===== config.mk =====
export PLATFORM = sky130hd
export DESIGN_NAME = icache_refill_bridge
export DESIGN_NICKNAME = d
export VERILOG_FILES = /design/src/rtl/icache_refill_bridge.sv
export SDC_FILE = /design/constraint.sdc
export NUM_CORES = 1
export LEC_CHECK = 0
export CAP_MARGIN = 5
export CORE_MARGIN = 2
export CORE_UTILIZATION = 40
export DETAILED_ROUTE_END_ITERATION = 10
export MAX_ROUTING_LAYER = met4
export PLACE_DENSITY = 0.77
export SLEW_MARGIN = 0
export SYNTH_ARGS = -nofsm -noshare
export SYNTH_HDL_FRONTEND = slang
export SYNTH_SLANG_ARGS = --single-unit

===== constraint.sdc =====
create_clock -name clk -period 1.82 [get_ports clk]
set_clock_uncertainty 0.2 [all_clocks]
set_input_delay 0.364 -clock clk [delete_from_list [all_inputs] [get_ports clk]]
set_output_delay 0.364 -clock clk [all_outputs]
set_load 0.05 [all_outputs]

===== src/rtl/icache_refill_bridge.sv =====
// Instruction-cache line refill over an AXI read burst: one INCR burst per miss, line assembled
// in a local buffer and presented for a single cycle once rlast arrives.
module icache_refill_bridge #(
  parameter int offset_width = 2
) (
  input  logic                               clk,
  input  logic                               rstn,
  input  logic                               icache_mem_req,
  input  logic [31:0]                        icache_mem_addr,
  input  logic [1:0]                         icache_mem_size,
  output logic                               mem_icache_addrOK,
  output logic                               mem_icache_dataOK,
  output logic [32*(2**offset_width)-1:0]    mem_icache_data,
  output logic                               arvalid,
  input  logic                               arready,
  output logic [31:0]                        araddr,
  output logic [7:0]                         arlen,
  output logic [2:0]                         arsize,
  output logic [1:0]                         arburst,
  input  logic                               rvalid,
  output logic                               rready,
  input  logic [31:0]                        rdata,
  input  logic [1:0]                         rresp,
  input  logic                               rlast,
  output logic                               bridge_err
);

  localparam int N = 2 ** offset_width;
  localparam logic [offset_width-1:0] LAST_IDX = offset_width'(N - 1);

  typedef enum logic [1:0] {
    S_IDLE,
    S_AR,
    S_R,
    S_DONE
  } state_e;

  state_e                  state_q;
  logic [31:0]             line_addr_q;
  logic [offset_width-1:0] cnt_q;
  logic                    wrapped_q;
  logic                    arvalid_q;
  logic                    rready_q;
  logic                    dataok_q;
  logic                    err_q;
  logic [31:0]             line_q [N];

  // Size code and in-line offset do not affect the burst; the whole line is always fetched.
  logic unused_bits;
  assign unused_bits = ^{icache_mem_size, icache_mem_addr[1+offset_width:0]};

  always_ff @(posedge clk or negedge rstn) begin
    if (!rstn) begin
      state_q     <= S_IDLE;
      line_addr_q <= '0;
      cnt_q       <= '0;
      wrapped_q   <= 1'b0;
      arvalid_q   <= 1'b0;
      rready_q    <= 1'b0;
      dataok_q    <= 1'b0;
      err_q       <= 1'b0;
      for (int i = 0; i < N; i++) begin
        line_q[i] <= '0;
      end
    end else begin
      dataok_q <= 1'b0;
      case (state_q)
        S_IDLE: begin
          if (icache_mem_req) begin
            line_addr_q <= {icache_mem_addr[31:2+offset_width], {(2+offset_width){1'b0}}};
            arvalid_q   <= 1'b1;
            state_q     <= S_AR;
          end
        end
        S_AR: begin
          if (arready) begin
            arvalid_q <= 1'b0;
            rready_q  <= 1'b1;
            cnt_q     <= '0;
            wrapped_q <= 1'b0;
            state_q   <= S_R;
          end
        end
        S_R: begin
          if (rvalid) begin
            line_q[cnt_q] <= rdata;
            cnt_q         <= cnt_q + offset_width'(1);
            if (cnt_q == LAST_IDX) begin
              wrapped_q <= 1'b1;
            end
            // Error response, a beat past the line end, or a short burst all flag the bus.
            if ((rresp != 2'b00) || wrapped_q || (rlast && (cnt_q != LAST_IDX))) begin
              err_q <= 1'b1;
            end
            if (rlast) begin
              rready_q <= 1'b0;
              dataok_q <= 1'b1;
              state_q  <= S_DONE;
            end
          end
        end
        S_DONE: begin
          state_q <= S_IDLE;
        end
        default: begin
          state_q <= S_IDLE;
        end
      endcase
    end
  end

  assign mem_icache_addrOK = rstn && (state_q == S_IDLE) && icache_mem_req;
  assign mem_icache_dataOK = dataok_q;
  assign arvalid           = arvalid_q;
  assign rready            = rready_q;
  assign bridge_err        = err_q;
  assign araddr            = line_addr_q;
  assign arlen             = 8'(N - 1);
  assign arsize            = 3'b010;
  assign arburst           = 2'b01;

  always_comb begin
    for (int i = 0; i < N; i++) begin
      mem_icache_data[32*i +: 32] = line_q[i];
    end
  end

endmodule


==> results.sh, run 1 <==
export IMPL_status="complete, but fails checks"
export IMPL_violations="setup timing"
export IMPL_synth_top_family_by_area="multiplexers"
export IMPL_synth_seq_area_share_pct=62.62
export IMPL_via_per_inst=4.763
export IMPL_whs_ns=0.2846
export IMPL_end_kind="output pin"
export IMPL_grt_pass1_wl_um=24920
export IMPL_synth_seq_cells=165
export IMPL_setup_violations=2
export IMPL_synth_cell_types=28
export IMPL_synthMuxAreaShare_pct=28.52
export IMPL_n_antenna_cell=0
export IMPL_fin_nets=743
export IMPL_drv_slew=0
export IMPL_place_detailed_hpwl_um=11070
export IMPL_setup_tns_ns=-0.1689
export IMPL_dieArea_um2=17530
export IMPL_drc=0
export IMPL_wl_per_cell_um=17.98
export IMPL_synthTopCellsByArea="dfrtp_1 63%, mux2_2 22%, mux2_4 6.8%, buf_4 2.0%, ha_1 1.3%"
export IMPL_coreArea_um2=16000
export IMPL_critical_path_class="reg2out"
export IMPL_cts_made_buffers=17
export IMPL_synthCells=403
export IMPL_rsz0062_at_grt="yes"
export IMPL_hold_path_class="reg2reg"
export IMPL_ys_flop_type="dfrtp_1"
export IMPL_path_clk_slew_ns=0.06
export IMPL_nFillCells=1252
export IMPL_min_period_over_period_pct=105.6
export IMPL_drive_gt1_share_pct=58.07
export IMPL_min_period_ns=1.921
export IMPL_synth_edf_count=0
export IMPL_avgSynthCellArea_um2=16.36
export IMPL_maxSlewHeadroom_pct=66.23
export IMPL_area_delta_synth_final_pct=47.44
export IMPL_synth_top_cell_by_area="dfrtp_1"
export IMPL_start_util_pct=41.21
export IMPL_synth_async_sr_flop_share_pct=100.0
export IMPL_portBuffers=228
export IMPL_clock_latency_ns=0.41
export IMPL_synth_simple_gate_area_share_pct=1.632
export IMPL_drt_iter0_markers=136
export IMPL_first_global_vias=4620
export IMPL_worstPathMaxFanout=2
export IMPL_multiInputGateArea_um2=2323
export IMPL_track_usage_pct=18.62
export IMPL_synth_top_area_share_pct=62.62
export IMPL_grt_antenna_before_repair=0
export IMPL_vias=4244
export IMPL_yosys_area_share_adder_pct=1.328
export IMPL_gp_congestion=0.7604
export IMPL_routed_wl_um=16020
export IMPL_syn_cell_area_um2=6594
export IMPL_crit_arrival_ns=1.36
export IMPL_critPathLaunchType="flip-flop"
export IMPL_root_buffer="clkbuf_16"
export IMPL_overflow=0
export IMPL_synth_top_cells_by_count="165 x dfrtp_1, 126 x mux2_2, 30 x mux2_4, 18 x buf_4, 9 x buf_2"
export IMPL_maxCapViolCount=0
export IMPL_cts_tree="built"
export IMPL_clkSinkCount=165
export IMPL_cp_required_ns=1.26
export IMPL_regArea_um2=4129
export IMPL_hold_viol=0
export IMPL_layout_setup_ws_ns=-0.1012
export IMPL_fmax_ghz=0.5205
export IMPL_yosys_warnings=0
export IMPL_cts_buffer_depth=2
export IMPL_worstMarginPinSlew_ns=0.5066
export IMPL_htree_num_levels=4
export IMPL_num_rows=46
export IMPL_synth_compound_area_share_pct=1.689
export IMPL_chipWidth_um=132.4
export IMPL_yosysMostFrequentCell="dfrtp_1"
export IMPL_synthXorXnorAreaFrac_pct=0
export IMPL_die_height_um=132.4
export IMPL_firstDrtPassIters=4
export IMPL_pin_count=252
export IMPL_final_antenna_net_count=0
export IMPL_grt_max_degree=93
## cell usage in the layout, fill, tap and decap left out, types with 3 or more instances in the layout
master,instances
buf_4,171
dfrtp_1,165
mux2_2,126
clkdlybuf4s50_1,66
mux2_4,31
clkbuf_16,19
conb_1,17
buf_12,14
ha_1,5
inv_1,4
nand2b_1,4
o21ai_0,4
bufinv_16,4
clkinvlp_4,4
nand3_4,3
a22o_1,3
nand2_1,3
clkbuf_8,3
buf_6,3
## path summary, 6_finish.rpt
kind	startpoint	end	slack, ns	cells past startpoint
worst max-delay path	state_q[1]	mem_icache_addrOK	-0.10	4
worst min-delay path	bridge_err	bridge_err	0.28	1
worst max register to register	state_q[1]	state_q[1]	-0.07	5
worst min register to register	bridge_err	bridge_err	0.28	1
max in group asynchronous	rstn	mem_icache_data[114]	0.53	3
min in group asynchronous	rstn	mem_icache_data[124]	0.46	3
## metal layers
| metal | up-vias | global-route usage, % | wire length [um] |
|---|---|---|---|
| met5 | - | - | 0 |
| met4 | 0 | 5.854 | 272 |
| li1 | 1913 | - | - |
| met1 | 2160 | 21.81 | 6581 |
| met2 | 146 | 31.23 | 8355 |
| met3 | 25 | 5.113 | 810 |
## through the flow
step,setup WS [ns],util (%),area (um2),instances
final,-0.1012,60.76,9722,891
after global routing,-0.1709,60.76,9722,891
after CTS,-0.1126,60.02,9604,887
after detailed placement,-0.2145,55.72,8916,852
after global placement,-0.2001,55.72,8916,852
after floorplan,0.1005,-,6650,418
## cell families (layout without fill, tap and decap cells)
group / Yosys count / after routing
flip-flops: 165 / 165
multiplexers: 157 / 157
buffers and inverters: 39 / 296
AND/OR/NAND/NOR: 18 / 18
AO/OA/AOI/OAI: 15 / 15
adder cells (fa/ha/maj): 7 / 7
other: 2 / 17
## cell type report
cell class	instances	share of cell area, %
multi-input combinational	214	23.90
timing repair buffer	258	24.00
clock inverter	11	1.776
sequential	165	42.47
inverter	6	0.2317
tap	216	2.780
clock buffer	21	4.839
## flip-flops by register name (all words and copies together), names as in the netlist
register           flops
state_q                2
bridge_err             1
rready                 1
mem_icache_data      128
cnt_q                  2
arvalid                1
araddr                28
wrapped_q              1
mem_icache_dataOK      1
## worst max-delay path: stages (launching register included)
cell     delay, ns
dfrtp_1       0.40
inv_2         0.09
ha_4          0.14
and3_4        0.18
buf_12        0.13
## repair_timing
item / 4_1_cts / 5_1_grt
setup endpoints to repair: 81 / 87
gates cloned: 0 / 2
setup buffers: 3 / 1
hold endpoints to repair: 165 / 165
gates resized for setup: 7 / 9
pin swaps: 1 / 0
Power of run 1 is not shown: default switching activity piles up to over one toggle a cycle in this logic, so the estimate is an artifact.
==> run 2, diff against run 1 <==
--- a/config.mk
+++ b/config.mk
@@ -11,7 +11,7 @@
 export DETAILED_ROUTE_END_ITERATION = 10
 export MAX_ROUTING_LAYER = met4
 export PLACE_DENSITY = 0.77
-export SLEW_MARGIN = 0
+export SLEW_MARGIN = 25
 export SYNTH_ARGS = -nofsm -noshare
 export SYNTH_HDL_FRONTEND = slang
 export SYNTH_SLANG_ARGS = --single-unit
==> results of run 2 <==
No change in the layout: final DEF, timing and power equal those of run 1.
Power of run 2 is left out for the same reason.
